<file path="src/rtl/conv_out_writer_pkg.sv">
// ============================================================================
//  Module   : conv_out_writer_pkg
//  Purpose  : Shared widths, FSM encodings, index struct and int8 saturation.
//  Revision : 1.0  initial release
// ============================================================================
`default_nettype none

package conv_out_writer_pkg;

    localparam int c_byte_w        = 8;
    localparam int c_acc_w_default = 32;

    localparam logic [1:0] c_st_idle  = 2'd0;
    localparam logic [1:0] c_st_acc   = 2'd1;
    localparam logic [1:0] c_st_write = 2'd2;
    localparam logic [1:0] c_st_done  = 2'd3;

    typedef struct packed {
        logic [c_byte_w-1:0] i;
        logic [c_byte_w-1:0] j;
        logic [c_byte_w-1:0] k;
    } win_idx_t;

    // Clamp to int8; with relu the lower bound becomes 0.
    function automatic logic signed [c_byte_w-1:0] sat8(input logic signed [63:0] v,
                                                        input logic relu);
        if (v > 64'sd127)
            return 8'sd127;
        else if (relu && (v < 64'sd0))
            return 8'sd0;
        else if (v < -64'sd128)
            return -8'sd128;
        else
            return v[c_byte_w-1:0];
    endfunction

endpackage

`default_nettype wire

</file>
<file path="src/rtl/conv_out_writer_if.sv">
// ============================================================================
//  Module   : conv_out_writer_if
//  Purpose  : Tap handshake and output-memory write bus of the writer.
//  Revision : 1.0  initial release
// ============================================================================
`default_nettype none

interface conv_out_writer_if;

    logic              in_valid;
    logic              in_ready;
    logic [7:0]        in_i;
    logic [7:0]        in_j;
    logic [7:0]        in_k;
    logic [7:0]        in_m;
    logic [7:0]        in_n;
    logic signed [7:0] in_row;
    logic signed [7:0] in_col;
    logic signed [7:0] in_pixel;
    logic signed [7:0] in_weight;
    logic signed [7:0] in_bias;
    logic              wr_en;
    logic [15:0]       wr_addr;
    logic signed [7:0] wr_data;
    logic              done;
    logic              err;

    modport master (
        output in_valid, in_i, in_j, in_k, in_m, in_n,
        output in_row, in_col, in_pixel, in_weight, in_bias,
        input  in_ready, wr_en, wr_addr, wr_data, done, err
    );

    modport slave (
        input  in_valid, in_i, in_j, in_k, in_m, in_n,
        input  in_row, in_col, in_pixel, in_weight, in_bias,
        output in_ready, wr_en, wr_addr, wr_data, done, err
    );

endinterface

`default_nettype wire

</file>
<file path="src/rtl/conv_out_writer_requant.sv">
// ============================================================================
//  Module   : conv_out_writer_requant
//  Purpose  : Combinational arithmetic right shift, int8 saturation and ReLU.
//  Revision : 1.0  initial release
// ============================================================================
`default_nettype none

module conv_out_writer_requant
    import conv_out_writer_pkg::*;
#(
    parameter int ACC_W     = c_acc_w_default,
    parameter int OUT_SHIFT = 9,
    parameter int RELU      = 1
) (
    input  logic signed [ACC_W-1:0]    acc,
    output logic signed [c_byte_w-1:0] q
);

    logic signed [ACC_W-1:0] w_sh;

    assign w_sh = acc >>> OUT_SHIFT;
    assign q    = sat8(64'(w_sh), RELU != 0);

endmodule

`default_nettype wire

</file>
<file path="src/rtl/conv_out_writer.sv">
// ============================================================================
//  Module   : conv_out_writer
//  Purpose  : Accumulates one kernel window of taps and writes a requantised
//             int8 result per window into the output feature-map memory.
//  Revision : 1.0  initial release
// ============================================================================
`default_nettype none

module conv_out_writer
    import conv_out_writer_pkg::*;
#(
    parameter int CONV_DIM_KERNEL = 5,
    parameter int CONV_DIM_OUT    = 32,
    parameter int CONV_OUT_CH     = 32,
    parameter int CONV_DIM_IMG    = 32,
    parameter int ACC_W           = c_acc_w_default,
    parameter int BIAS_SHIFT      = 0,
    parameter int OUT_SHIFT       = 9,
    parameter int RELU            = 1
) (
    input  logic              clk,
    input  logic              reset,
    conv_out_writer_if.slave  bus
);

    localparam logic [7:0]              c_kmax   = 8'(CONV_DIM_KERNEL - 1);
    localparam logic [15:0]             c_dim    = 16'(CONV_DIM_OUT);
    localparam logic [15:0]             c_dim_sq = 16'(CONV_DIM_OUT * CONV_DIM_OUT);
    localparam logic signed [15:0]      c_img    = 16'(CONV_DIM_IMG);
    localparam logic signed [ACC_W-1:0] c_round  = ACC_W'(1) <<< (OUT_SHIFT - 1);
    localparam win_idx_t c_last_idx = '{i: 8'(CONV_OUT_CH - 1),
                                        j: 8'(CONV_DIM_OUT - 1),
                                        k: 8'(CONV_DIM_OUT - 1)};

    logic [1:0]              r_state;
    logic signed [ACC_W-1:0] r_acc;
    win_idx_t                r_idx;
    logic [7:0]              r_m;
    logic [7:0]              r_n;
    logic [15:0]             r_wr_addr;
    logic signed [7:0]       r_wr_data;
    logic                    r_err;

    logic                    w_idle;
    logic                    w_accept;
    win_idx_t                w_tap_idx;
    win_idx_t                w_idx;
    logic                    w_pad;
    logic signed [15:0]      w_prod16;
    logic signed [ACC_W-1:0] w_prod;
    logic signed [ACC_W-1:0] w_bias_sh;
    logic signed [ACC_W-1:0] w_acc_next;
    logic [15:0]             w_addr;
    logic signed [7:0]       w_q;
    logic                    w_first;
    logic                    w_last;
    logic [7:0]              w_succ_m;
    logic [7:0]              w_succ_n;
    logic                    w_seq_err;

    assign w_idle    = (r_state == c_st_idle);
    assign w_accept  = bus.in_valid && bus.in_ready;
    assign w_tap_idx = '{i: bus.in_i, j: bus.in_j, k: bus.in_k};
    assign w_idx     = w_idle ? w_tap_idx : r_idx;

    assign w_pad = bus.in_row[7] || bus.in_col[7] ||
                   (16'(bus.in_row) >= c_img) || (16'(bus.in_col) >= c_img);
    assign w_prod16   = 16'(bus.in_pixel) * 16'(bus.in_weight);
    assign w_prod     = w_pad ? '0 : ACC_W'(w_prod16);
    assign w_bias_sh  = ACC_W'(bus.in_bias) <<< BIAS_SHIFT;
    // The first tap of a window seeds the accumulator with bias and rounding.
    assign w_acc_next = (w_idle ? (w_bias_sh + c_round) : r_acc) + w_prod;
    assign w_addr     = 16'(w_idx.i) * c_dim_sq + 16'(w_idx.j) * c_dim + 16'(w_idx.k);

    assign w_first   = (bus.in_m == 8'd0) && (bus.in_n == 8'd0);
    assign w_last    = (bus.in_m == c_kmax) && (bus.in_n == c_kmax);
    assign w_succ_m  = (r_n == c_kmax) ? r_m + 8'd1 : r_m;
    assign w_succ_n  = (r_n == c_kmax) ? 8'd0 : r_n + 8'd1;
    assign w_seq_err = (bus.in_m != w_succ_m) || (bus.in_n != w_succ_n) ||
                       (w_tap_idx != r_idx);

    conv_out_writer_requant #(
        .ACC_W     (ACC_W),
        .OUT_SHIFT (OUT_SHIFT),
        .RELU      (RELU)
    ) u_requant (
        .acc (w_acc_next),
        .q   (w_q)
    );

    always_ff @(posedge clk) begin
        if (reset) begin
            r_state   <= c_st_idle;
            r_acc     <= '0;
            r_idx     <= '0;
            r_m       <= '0;
            r_n       <= '0;
            r_wr_addr <= '0;
            r_wr_data <= '0;
            r_err     <= 1'b0;
        end else begin
            case (r_state)
                c_st_idle: begin
                    if (w_accept) begin
                        if (w_first) begin
                            r_acc <= w_acc_next;
                            r_idx <= w_tap_idx;
                            r_m   <= 8'd0;
                            r_n   <= 8'd0;
                            if (w_last) begin
                                r_wr_addr <= w_addr;
                                r_wr_data <= w_q;
                                r_state   <= c_st_write;
                            end else begin
                                r_state <= c_st_acc;
                            end
                        end else begin
                            r_err <= 1'b1;
                        end
                    end
                end
                c_st_acc: begin
                    if (w_accept) begin
                        r_acc <= w_acc_next;
                        r_m   <= bus.in_m;
                        r_n   <= bus.in_n;
                        if (w_seq_err)
                            r_err <= 1'b1;
                        if (w_last) begin
                            r_wr_addr <= w_addr;
                            r_wr_data <= w_q;
                            r_state   <= c_st_write;
                        end
                    end
                end
                c_st_write: r_state <= (r_idx == c_last_idx) ? c_st_done : c_st_idle;
                c_st_done:  r_state <= c_st_done;
                default:    r_state <= c_st_idle;
            endcase
        end
    end

    assign bus.in_ready = w_idle || (r_state == c_st_acc);
    assign bus.wr_en    = (r_state == c_st_write);
    assign bus.done     = (r_state == c_st_done);
    assign bus.wr_addr  = r_wr_addr;
    assign bus.wr_data  = r_wr_data;
    assign bus.err      = r_err;

endmodule

`default_nettype wire

</file>
<file path="src/flat_wrapper.sv">
// flat-port wrapper written by rule: the top's interface ports become plain ports
module conv_out_writer_flat import conv_out_writer_pkg::*;
#(
    parameter int CONV_DIM_KERNEL = 5,
    parameter int CONV_DIM_OUT    = 32,
    parameter int CONV_OUT_CH     = 32,
    parameter int CONV_DIM_IMG    = 32,
    parameter int ACC_W           = c_acc_w_default,
    parameter int BIAS_SHIFT      = 0,
    parameter int OUT_SHIFT       = 9,
    parameter int RELU            = 1
)
  (clk, reset, bus_in_valid, bus_in_i, bus_in_j, bus_in_k, bus_in_m, bus_in_n, bus_in_row, bus_in_col, bus_in_pixel, bus_in_weight, bus_in_bias, bus_in_ready, bus_wr_en, bus_wr_addr, bus_wr_data, bus_done, bus_err);
  conv_out_writer_if bus_i ();
  input  logic clk;
  input  logic reset;
  input wire logic [$bits(bus_i.in_valid)-1:0] bus_in_valid;
  input wire logic [$bits(bus_i.in_i)-1:0] bus_in_i;
  input wire logic [$bits(bus_i.in_j)-1:0] bus_in_j;
  input wire logic [$bits(bus_i.in_k)-1:0] bus_in_k;
  input wire logic [$bits(bus_i.in_m)-1:0] bus_in_m;
  input wire logic [$bits(bus_i.in_n)-1:0] bus_in_n;
  input wire logic [$bits(bus_i.in_row)-1:0] bus_in_row;
  input wire logic [$bits(bus_i.in_col)-1:0] bus_in_col;
  input wire logic [$bits(bus_i.in_pixel)-1:0] bus_in_pixel;
  input wire logic [$bits(bus_i.in_weight)-1:0] bus_in_weight;
  input wire logic [$bits(bus_i.in_bias)-1:0] bus_in_bias;
  output wire logic [$bits(bus_i.in_ready)-1:0] bus_in_ready;
  output wire logic [$bits(bus_i.wr_en)-1:0] bus_wr_en;
  output wire logic [$bits(bus_i.wr_addr)-1:0] bus_wr_addr;
  output wire logic [$bits(bus_i.wr_data)-1:0] bus_wr_data;
  output wire logic [$bits(bus_i.done)-1:0] bus_done;
  output wire logic [$bits(bus_i.err)-1:0] bus_err;
  assign bus_i.in_valid = bus_in_valid;
  assign bus_i.in_i = bus_in_i;
  assign bus_i.in_j = bus_in_j;
  assign bus_i.in_k = bus_in_k;
  assign bus_i.in_m = bus_in_m;
  assign bus_i.in_n = bus_in_n;
  assign bus_i.in_row = bus_in_row;
  assign bus_i.in_col = bus_in_col;
  assign bus_i.in_pixel = bus_in_pixel;
  assign bus_i.in_weight = bus_in_weight;
  assign bus_i.in_bias = bus_in_bias;
  assign bus_in_ready = bus_i.in_ready;
  assign bus_wr_en = bus_i.wr_en;
  assign bus_wr_addr = bus_i.wr_addr;
  assign bus_wr_data = bus_i.wr_data;
  assign bus_done = bus_i.done;
  assign bus_err = bus_i.err;
  conv_out_writer #(.CONV_DIM_KERNEL(CONV_DIM_KERNEL), .CONV_DIM_OUT(CONV_DIM_OUT), .CONV_OUT_CH(CONV_OUT_CH), .CONV_DIM_IMG(CONV_DIM_IMG), .ACC_W(ACC_W), .BIAS_SHIFT(BIAS_SHIFT), .OUT_SHIFT(OUT_SHIFT), .RELU(RELU)) u_core (.clk(clk), .reset(reset), .bus(bus_i));
endmodule
</file>
<file path="config.mk">
export PLATFORM = sky130hd
export DESIGN_NAME = conv_out_writer_flat
export DESIGN_NICKNAME = d
export VERILOG_FILES = /design/src/rtl/conv_out_writer_pkg.sv /design/src/rtl/conv_out_writer_if.sv /design/src/rtl/conv_out_writer_requant.sv /design/src/rtl/conv_out_writer.sv /design/src/flat_wrapper.sv
export SDC_FILE = /design/constraint.sdc
export NUM_CORES = 1
export LEC_CHECK = 0
export ABC_CLOCK_PERIOD_IN_PS = 10220
export CAP_MARGIN = 20
export CELL_PAD_IN_SITES_DETAIL_PLACEMENT = 0
export CELL_PAD_IN_SITES_GLOBAL_PLACEMENT = 2
export CORE_UTILIZATION = 34
export DETAILED_ROUTE_END_ITERATION = 12
export PLACE_DENSITY = 0.93
export RECOVER_POWER = 100
export SETUP_SLACK_MARGIN = 0.5
export SLEW_MARGIN = 25
export SYNTH_ARGS = -nofsm -noshare
export SYNTH_HDL_FRONTEND = slang
export SYNTH_SLANG_ARGS = --single-unit
</file>
<file path="constraint.sdc">
create_clock -name clk -period 10.22 [get_ports clk]
set_input_delay 2.044 -clock clk [delete_from_list [all_inputs] [get_ports clk]]
set_output_delay 2.044 -clock clk [all_outputs]
set_load 0.03 [all_outputs]
</file>
# Word level (Yosys, flattened, before mapping)
# Index checks and enable logic that the tools add are counted.
[classes]
addsub = 6
multipliers = 1
n_div = 0
magnitude_cmp = 5
n_eq_ne = 16
shifts = 0
n_mux = 40
n_bitwise = 0
n_reduce_logical = 17
[ops]
columns = ["cell", "count"]
rows = [
  ["$mux W32", 5],
  ["$mux W8", 13],
  ["$mux W16", 4],
  ["$pmux W32 S2", 1],
  ["$pmux W8 S2", 3],
  ["$add A32 B32 Y32", 1],
  ["$pmux W16 S2", 1],
  ["$eq A24 B21 Y1 const B", 1],
  ["$eq A8 B3 Y1 const B", 3],
  ["$ne A24 B24 Y1", 1],
  ["$gt A23 B8 Y1 const B", 1],
  ["$lt A23 B1 Y1 const B", 1],
  ["$lt A23 B8 Y1 const B", 1],
  ["$mux W22", 1],
  ["$add A16 B13 Y16", 1],
  ["$add A16 B8 Y16", 1],
  ["$add A8 B1 Y8 const B", 2],
  ["$ge A8 B7 Y1 const B", 2],
  ["$logic_not A8 Y1", 2],
  ["$mul A8 B8 Y16", 1],
  ["$ne A8 B8 Y1", 2],
  ["$mux W2", 6],
  ["$add A8 B10 Y11 const B", 1],
  ["$pmux W2 S4", 1],
  ["13 further kinds", 29],
]
[word_totals]
regBits = 99
latchBits = 0
ramBits = 0
rom_bits = 0
input_bits = 83
out_inout_bits = 28
word_cells = 95
mem_count = 0

# Logic depth before layout (Yosys ltp)
# Gate-level depths: netlist of run 1.
[logic_depth]
ltp_word = 13
depth_mapped = 32
ltp_nobuf = 32

# Hierarchy
# Synthesis of run 1 repeated with hierarchy kept, for this count alone.
[unflattened]
hier_cells = 1194
hier_area_um2 = 9689.3
[by_module_without_submodules]
columns = ["module", "n_inst", "cells_per_inst", "area_each_um2", "seq_area_each_um2"]
rows = [
  ["conv_out_writer", 1, 1175, 9535.4, 1981.9],
  ["conv_out_writer_requant", 1, 19, 153.9, 0.0],
]

# Least setup slack after synthesis of run 1
# Ideal clock, no wire load.
[synth_path]
kind = "in2reg"
from = "input port bus_in_weight[4]"
to = "register u_core.r_wr_data[2], in the netlist u_core.bus.wr_data[2]"
setup_time_ns = 0.149
t_arrival_ns = 8.618
t_required_ns = 10.071
setup_slack_ns = 1.453
stages = 30
path_buffers = 0
cell_sequence = "and2_1 -> fa_1 -> inv_1 -> fa_1 -> inv_1 -> fa_1 -> inv_1 -> fa_1 -> inv_1 -> ha_1 -> a21oi_1 -> o21bai_1 -> a21oi_1 -> o21bai_1 -> a21oi_1 -> o21bai_1 -> a21oi_1 -> xor2_1 -> nor2_1 -> ha_1 -> a21oi_1 -> o21ai_0 -> o22a_1 -> o21a_4 -> o32ai_4 -> nand4_2 -> o41a_1 -> and3_4 -> nor4_4 -> a41oi_1"
[synth_between]
elab_chain_cells = 11
elab_cells_between_ends = 14
cone_classes = "add/sub: 1; mul: 1; order compare: 3; mux: 9"
[synth_lines]
columns = ["item", "line", "rtl"]
rows = [
  ["from (decl)", "flat_wrapper.sv:26", "input wire logic [$bits(bus_i.in_weight)-1:0] bus_in_weight;"],
  ["$mul A8 B8 Y16 (*)", "conv_out_writer.sv:68", "assign w_prod16 = 16'(bus.in_pixel) * 16'(bus.in_weight);"],
  ["$mux W32 (*)", "conv_out_writer.sv:69", "assign w_prod = w_pad ? '0 : ACC_W'(w_prod16);"],
  ["$add A32 B32 Y32 (*)", "conv_out_writer.sv:72", "assign w_acc_next = (w_idle ? (w_bias_sh + c_round) : r_acc) + w_prod;"],
  ["$lt A23 B8 Y1", "conv_out_writer_pkg.sv:31", "else if (v < -64'sd128)"],
  ["$mux W8", "conv_out_writer_pkg.sv:31", ""],
  ["$mux W8", "conv_out_writer_pkg.sv:29", "else if (relu && (v < 64'sd0))"],
  ["$mux W8 (*)", "conv_out_writer_pkg.sv:27", "if (v > 64'sd127)"],
  ["$mux W8 (*)", "conv_out_writer.sv:110, conv_out_writer.sv:129", ""],
  ["$mux W8", "conv_out_writer.sv:105", "if (w_first) begin"],
  ["$mux W8", "conv_out_writer.sv:104", "if (w_accept) begin"],
  ["$pmux W8 S2 (*)", "conv_out_writer.sv:102", "case (r_state)"],
  ["to (signal assigned)", "conv_out_writer.sv:112", "r_wr_data <= w_q;"],
  ["to (signal assigned)", "conv_out_writer.sv:131", "r_wr_data <= w_q;"],
  ["to (decl)", "conv_out_writer.sv:41", "logic signed [7:0] r_wr_data;"],
]
# Mark *: on every way between the ends. The rest lies on a longest branch, timed or not. The select of a mux whose other input is x is not followed.
# A chain may end at the register's enable or synchronous reset.

# Final worst setup path of run 1
[layout_path]
from = "input port bus_in_weight[1]"
to = "register u_core.r_wr_data[4], in the netlist u_core.bus.wr_data[4]"
# Same word-level chain as after synthesis.

==> impl_metrics.ini, run 1 <==
[run_status]
status = complete, but fails checks
violations = max-capacitance violations, max-slew violations

[timing]
max_freq_mhz = 106
slew_headroom = -0.592
holdWs_ps = 454
setup_slack_ps = 803
tightest_slew_ps = 2390
hold_viol = 0
rsz0062_at_grt = false
report.final.setup_viol = 0
tns_ps = 0
drv_slew = 98
clock_skew_ps = 11.0
finalCriticalPeriod_ps = 9420
post-route-period-util = 0.921

[final_layout]
diodes = 0
final_layout_size_suffix_gt1_frac = 0.0429
area_delta_synth_final_pct = 16.6
fin_nets = 1614
layout.cells.non_filler = 1805
fin_util = 0.407
nFillCells = 3059

[synth]
synth_cell_types = 81
syn_inst = 1349
synth-adder-area-share = 0.185
synth_nets = 1547
yosysTopAreaCell = dfxtp_1
syn-mean-instance-area_um2 = 7.50
ys_seq_elements = 99
synth_compound_area_frac = 0.193
synth.area.mux_share = 0.0142
synth_edf_count = 0
synth_top_area_frac = 0.196
yosysMostFrequentCell = nand2_1
ys_top_cells_by_count = nand2_1, a21oi_1, inv_1, dfxtp_1, nor2_1
synth_top_family_by_area = simple AND/OR/NAND/NOR gates
seq_area_frac_synth = 0.196
synth_area_um2 = 10100
synth_area_leaders = dfxtp_1, fa_1, nand2_1, ha_1, xnor2_1
synthFlopType = dfxtp_1
yosys_warnings = 0
synthXorXnorAreaFrac = 0.0845
yosys.area_share.simple = 0.261
async_flop_share = 0

[placement]
dp_slack_ps = 288
io_buffers = 100
place_congestion = 0.860
dp.cells = 1789
dp_hpwl_mm = 20.9

[grt]
grt_usage = 0.187
grt_max_degree = 100
grt_pass1_vias = 9058
grt_overflow = 0
antenna_found_initial = 0
grt_pass1_wl_mm = 46.5

[cts]
postCtsSetupRepairBufs = 0
clk_pin_slew_worst_paths_ps = 80
cts_buffers = 9
ctsHoldBuffers = 0
cts.sinks = 99
htreeDepth = 3
cts_root_buf = clkbuf_16
clock_latency_ps = 360
cts_tree = yes
clock_path_buffers = 2

[critical_path]
path_class = in2reg
arrival_ps = 9620
critical_path_required_ps = 10420
path_common_cell = inv_1
cp_slowest_stage_delay_ps = 630
reg2reg_slack_ps = 5170
startpoint_type = input port
cp_slowest_cell = dlygate4sd3_1
crit_family = adder cells
critPathCaptureType = flop
crit_buf_inv = 7
cp_max_fo = 8

[die]
die_w_um = 175
boundaryPins = 111
die_y_um = 175
core_um2 = 29000
row_count = 62
die-area_um2 = 30500
initial_core_util = 0.349

[route]
ant_nets = 0
wirelength_mm = 27.8
first_iter_violations = 618
routed-via-count = 9381
firstDrtPassIters = 5
vias_per_cell = 5.20
drt-wirelength-per-cell_um = 15.4
post-route-drc-count = 0

[job]
cap_violations = 2

[power]
p_leak_uw = 0.00477
irDropWorstVdd_v = 0.0000657
power_density_nw_per_um2 = 118

[min_path]
hp-class = reg2reg
worst reg2reg max path, stage by stage (launching register included):
cell	delay, ps
dfxtp_1	690
or2_2	340
buf_4	570
and2_1	240
ha_1	260
a2111oi_0	380
nand2_1	160
o22a_1	300
o21a_4	240
o32ai_4	290
nand4_2	180
o41a_1	460
and3_1	210
nor4_4	260
buf_4	200
a311oi_1	100
timing repair:
action	CTS	global route
endpoints found under the hold margin	0	0
endpoints found under the setup margin	0	8
gates resized for setup	0	13
area by class of cell:
type,instances,area [um2],area share
multi-input cells,1077,7470,0.633
flip-flops and latches,99,1980,0.168
repair buffers,123,1180,0.0999
well taps,384,480,0.0407
inverters,106,400,0.0339
clock buffers,11,243,0.0206
clock inverters,5,45.0,0.00382
final timing paths:
kind                           from               endpoint  cells past startpoint
hold reg to reg     u_core.r_acc[5]        u_core.r_acc[5]                      2
setup reg to reg  u_core.r_state[0]  u_core.bus.wr_data[4]                     15
hold / removal      u_core.r_acc[5]        u_core.r_acc[5]                      2
setup / recovery   bus_in_weight[1]  u_core.bus.wr_data[4]                     33
layout by cell type, fill, tap and decap left out, drive strengths merged, types with 30 or more instances in the layout:
cell type      instances
ha                    58
nand3                 45
a21oi                124
nor3                  32
dfxtp                 99
fa                    57
and2                  68
inv                  109
o21ai                 37
nor2                  94
clkdlybuf4s50         63
xnor2                 76
nand2                228
dlygate4sd3           30
cells by family after synthesis:
logic type,Yosys count
simple gates,553
compound gates,298
buf+inv,173
fa+ha+maj,116
flops,99
xor+xnor,96
mux,14
power breakdown:
part           internal, uW  total (uW)  switching (uW)
sequential              386         386           0.142
combinational           292         662             370
clock                   177         346             169
total                   854        1390             540
layer usage:
layer | vias up | global-route usage | routed length, um
li1 | 4747 | - | -
met1 | 4417 | 0.258 | 13400
met2 | 196 | 0.310 | 13000
met3 | 21 | 0.0168 | 989
met4 | 0 | 0.0543 | 389
met5 | - | 0 | 0
per-stage QoR:
stage	area [um2]	total power [uW]
after floorplan	10100	904
after global placement	11500	1050
after detailed placement	11500	1070
after CTS	11800	1420
after global routing	11800	1510
final	11800	1390
state kept, by name, indices dropped and copies added (netlist names):
| register | flops |
|---|---|
| u_core.r_idx | 24 |
| u_core.r_m | 8 |
| u_core.bus.err | 1 |
| u_core.r_n | 8 |
| u_core.r_state | 2 |
| u_core.bus.wr_data | 8 |
| u_core.bus.wr_addr | 16 |
| u_core.r_acc | 32 |
No activity file was read; power rests on OpenSTA's default activity.
==> run 2, diff against run 1 <==
--- a/config.mk
+++ b/config.mk
@@ -11,6 +11,7 @@
 export CELL_PAD_IN_SITES_GLOBAL_PLACEMENT = 2
 export CORE_UTILIZATION = 34
 export DETAILED_ROUTE_END_ITERATION = 12
+export MAX_ROUTING_LAYER = met4
 export PLACE_DENSITY = 0.93
 export RECOVER_POWER = 100
 export SETUP_SLACK_MARGIN = 0.5
==> run 2 against run 1 <==
Against the previous run: the run still ends with max-capacitance violations, max-slew violations left; sequential share of layout area did not move; combinational power is essentially flat; sequential cell count is the same; count of clock-buffer cells in the layout is the same; clock power about the same; worst hold slack lost 1.8 ps; total power about the same; cell count unchanged; global-route usage increased by 0.55 points; critical endpoint unchanged.
==> impl_metrics.ini, run 2 (synthesis gave the netlist of run 1 again) <==
[timing]
setup_slack_ps = 794
tns_ps = 0
drv_slew = 98
slew_headroom = -0.592
hold_viol = 0
finalCriticalPeriod_ps = 9430
max_freq_mhz = 106
report.final.setup_viol = 0
clock_skew_ps = 11.0
rsz0062_at_grt = false
tightest_slew_ps = 2390
post-route-period-util = 0.922

[critical_path]
cp_slowest_stage_delay_ps = 630
path_depth = 34
path_class = in2reg
startpoint_type = input port
cp_slowest_cell = dlygate4sd3_1
crit_buf_inv = 9
critPathCaptureType = flop
path_common_cell = inv_1
crit_family = adder cells
reg2reg_depth = 16
cp_max_fo = 8
critical_path_required_ps = 10480
arrival_ps = 9690

[cts]
htreeDepth = 3
clock_path_buffers = 2
postCtsSetupRepairBufs = 0
clock_latency_ps = 360
ctsHoldBuffers = 0
cts_buffers = 9
cts_tree = yes
clk_pin_slew_worst_paths_ps = 70
cts_root_buf = clkbuf_16
post_cts_resized = 0
cts.sinks = 99

[placement]
io_buffers = 100
dp_hpwl_mm = 20.9
dp_slack_ps = 288
place_congestion = 0.873
dpl_cell_area_um2 = 11500

[min_path]
hp-class = reg2reg
hold_depth = 2

[route]
firstDrtPassIters = 5
drt-wirelength-per-cell_um = 15.4
post-route-drc-count = 0
wirelength_mm = 27.8
routed-via-count = 9399
vias_per_cell = 5.21
ant_nets = 0
first_iter_violations = 613

[die]
die_y_um = 175
boundaryPins = 111
die-area_um2 = 30500
initial_core_util = 0.349
die_w_um = 175
row_count = 62
core_um2 = 29000

[power]
p_leak_uw = 0.00477
clock_power_share = 0.248
swShare = 0.388
seq_power_share = 0.277
pwr-share-comb = 0.475
internal-power_uw = 854
irDropWorstVdd_v = 0.0000655
power_density_nw_per_um2 = 118
p_total_uw = 1390
p_switching_uw = 541

[grt]
grt_pass1_vias = 9059
grt_pass1_wl_mm = 46.5
grt_overflow = 0
antenna_found_initial = 0
grt_max_degree = 100
grt_usage = 0.193

[final_layout]
regMostFlops = u_core.r_acc
area_delta_synth_final_pct = 16.6
final_cell_mix = nand2_1, a21oi_1, inv_1
fin_util = 0.407
final_area_um2 = 11800
final_layout_size_suffix_gt1_frac = 0.0429
fin_nets = 1614
diodes = 0
layout_commonest_cell = nand2_1
nFillCells = 3059
largest_register_ffs = 32

[job]
cap_violations = 2

[run_status]
status = complete, but fails checks
violations = max-capacitance violations, max-slew violations
run 2: cell type report:
class                   count  area [um2]  area share
clock buffers              11         243      0.0206
clock inverters             5        45.0     0.00382
inverters                 106         400      0.0339
multi-input cells        1077        7470       0.633
flip-flops and latches     99        1980       0.168
well taps                 384         480      0.0407
repair buffers            123        1180      0.0999
run 2: layer usage:
metal  GRT usage  up-vias  wire length, um
li1            -     4748                -
met1       0.258     4422            13500
met2       0.310      207            13000
met3      0.0155       22              961
met4      0.0543        0              403
met5           -        -                0
run 2: tightest hold or removal path, delay by kind of cell (launching register included):
family / cells / cell delay (ps)
AOI/OAI and AO/OA: 1 / 50
DFF: 1 / 310
and+or+nand+nor: 1 / 50
run 2: final timing paths:
path	startpoint	to	slack (ps)
worst min-delay path	u_core.r_acc[14]	u_core.r_acc[14]	450
worst min register to register	u_core.r_acc[14]	u_core.r_acc[14]	450
worst max register to register	u_core.r_state[0]	u_core.bus.wr_data[4]	5150
worst max-delay path	bus_in_weight[1]	u_core.bus.wr_data[4]	790
run 2: power groups by stage:
stage | logic, uW | registers [uW] | clock network [uW]
global route | 760 | 386 | 368
floorplan | 509 | 395 | 0
finish | 663 | 386 | 346
CTS | 675 | 386 | 355
detailed placement | 671 | 395 | 0
global placement | 659 | 395 | 0
run 2: metrics by stage:
step                cells  hold WS [ps]
detailed placement   1789           443
finish               1805           452
floorplan            1349           432
global route         1805           473
CTS                  1805           453
global placement     1789           438
==> run 3, diff against run 2 <==
--- a/config.mk
+++ b/config.mk
@@ -5,14 +5,14 @@
 export SDC_FILE = /design/constraint.sdc
 export NUM_CORES = 1
 export LEC_CHECK = 0
-export ABC_CLOCK_PERIOD_IN_PS = 10220
+export ABC_CLOCK_PERIOD_IN_PS = 8300
 export CAP_MARGIN = 20
 export CELL_PAD_IN_SITES_DETAIL_PLACEMENT = 0
 export CELL_PAD_IN_SITES_GLOBAL_PLACEMENT = 2
-export CORE_UTILIZATION = 34
+export CORE_UTILIZATION = 31
 export DETAILED_ROUTE_END_ITERATION = 12
 export MAX_ROUTING_LAYER = met4
-export PLACE_DENSITY = 0.93
+export PLACE_DENSITY = 0.9
 export RECOVER_POWER = 100
 export SETUP_SLACK_MARGIN = 0.5
 export SLEW_MARGIN = 25
==> constraint.sdc (replaced) <==
create_clock -name clk -period 8.3 [get_ports clk]
set_input_delay 1.66 -clock clk [delete_from_list [all_inputs] [get_ports clk]]
set_output_delay 1.66 -clock clk [all_outputs]
set_load 0.03 [all_outputs]
==> run 3 against run 2 <==
Against the previous run: the flow now finishes without violations; clock power up 24%; non-clock buffer count increased by 149; first-iteration DRC count up 18%; design area increased by 13%; die area is 9.6% higher; setup slack worse by 710 ps; register-to-register slack got worse by 1700 ps; critical path type unchanged; clock skew increased by 2.0 ps; count of clock-buffer cells in the layout fell by 2; sequential power grew 23%; highest routed layer unchanged; global-route usage shrank 0.85 points; combinational power grew 75%.
==> impl_metrics.ini, run 3 (synthesis gave the netlist of run 1 again) <==
[run_status]
status = finished, final reports clean

[job]
cap_violations = 0

[critical_path]
timing.rr.end = u_core.bus.wr_data[5]
path_class = in2reg
reg2reg_slack_ps = 3430
critical_path.endpoint = u_core.bus.wr_data[5]
cp_max_fo = 8
cp_slowest_cell = fa_1
arrival_ps = 8410
critical_path.startpoint = bus_in_pixel[3]
cp_slowest_stage_delay_ps = 550
critPathCaptureType = flop
critical_path_required_ps = 8500
startpoint_type = input port
reg2reg_depth = 20
worstReg2RegStart = u_core.r_state[0]

[route]
firstDrtPassIters = 5
drt-wirelength-per-cell_um = 14.9
routed-via-count = 9914
post-route-drc-count = 0
wirelength_mm = 29.9
first_iter_violations = 724
vias_per_cell = 4.94
ant_nets = 0

[cts]
cts_tree = yes
clk_pin_slew_worst_paths_ps = 70
clock_path_buffers = 2
clock_latency_ps = 370
cts.sinks = 99
htreeDepth = 3
cts_buffers = 9
cts_root_buf = clkbuf_16

[grt]
grt_max_degree = 83
grt_overflow = 0
antenna_found_initial = 1
grt_pass1_vias = 9787
grt_pass1_wl_mm = 48.8
grt_usage = 0.184

[final_layout]
final_layout_size_suffix_gt1_frac = 0.192
largest_register_ffs = 32
fin_util = 0.421
fin_nets = 1763
layout_commonest_cell = nand2_1
final_cell_mix = nand2_1, buf_4, a21oi_1
regArea_um2 = 1980
nFillCells = 3229
area_delta_synth_final_pct = 32.3
regMostFlops = u_core.r_acc
multi_input_area_um2 = 7890
final_area_um2 = 13400

[power]
p_leak_uw = 0.00552
power_density_nw_per_um2 = 154
irDropWorstVdd_v = 0.0000885

[timing]
rsz0062_at_grt = true
hold_viol = 0
report.final.setup_viol = 0
tightest_slew_ps = 943
finalCriticalPeriod_ps = 8210
drv_slew = 0
max_freq_mhz = 122
holdWs_ps = 454
clock_skew_ps = 13.0
slew_headroom = 0.371
post-route-period-util = 0.989

[placement]
place_congestion = 0.854
io_buffers = 100
dp_hpwl_mm = 22.4
dpl_cell_area_um2 = 12600

[die]
boundaryPins = 111
row_count = 65
die_w_um = 183
die-area_um2 = 33400
core_um2 = 31800
die_y_um = 183
initial_core_util = 0.318

[min_path]
hp-class = reg2reg
-- run 3: final cells by class --
type / count / share of cell area
diodes: 1 / 0.000187
clock buffers: 9 / 0.0168
clock inverters: 7 / 0.00467
inverters: 106 / 0.0299
multi-input cells: 1077 / 0.589
flip-flops and latches: 99 / 0.148
well taps: 435 / 0.0407
repair buffers: 272 / 0.170
-- run 3: timing repair --
action                                  CTS  global route
hold buffers                              0             0
pin swaps                                49            42
gates cloned                              0             0
buffers inserted                         14             8
gates resized for setup                 109            41
endpoints found under the setup margin   21            18
-- run 3: how the worst min path moves through the flow --
| stage | from | to | slack (ps) | cells after the start |
|---|---|---|---|---|
| final | u_core.r_acc[14] | u_core.r_acc[14] | 450 | 2 |
| after global routing | u_core.r_acc[12] | u_core.r_acc[12] | 470 | 2 |
| after CTS | u_core.r_acc[14] | u_core.r_acc[14] | 450 | 2 |
| after detailed placement | u_core.r_acc[14] | u_core.r_acc[14] | 440 | 2 |
| after global placement | u_core.r_acc[14] | u_core.r_acc[14] | 440 | 2 |
| after floorplan | u_core.r_acc[10] | u_core.r_acc[10] | 430 | 2 |
-- run 3: metrics by stage --
stage	TNS, ps	power, uW	std cells	setup WS, ps
finish	0	2070	2006	87.8
detailed placement	-10220	1530	1967	-956
global route	-1280	2240	2006	-187
CTS	0	2040	1997	136
global placement	-7410	1520	1967	-773
floorplan	0	1140	1349	258
-- run 3: where the power goes --
| group | internal, uW | switching [uW] | leakage [uW] |
|---|---|---|---|
| Clock | 210 | 218 | 0.000141 |
| Combinational | 605 | 559 | 0.00458 |
| Sequential | 475 | 0.219 | 0.000797 |
| Total | 1290 | 778 | 0.00552 |
-- run 3: per-layer routing --
metal | part of all wire | wire length (um) | GRT usage
met3 | 0.037 | 1090 | 0.0210
met5 | 0 | 0 | -
met1 | 0.48 | 14400 | 0.235
met4 | 0.013 | 375 | 0.0407
met2 | 0.47 | 14100 | 0.311
-- run 3: critical path: cells and delay by family --
kind	cells	cell delay, ps
adders and majority gates	6	2630
AOI/OAI and AO/OA	14	2270
xor gates and xnor gates	1	170
and+or+nand+nor	5	840
buffers and inverters	9	830
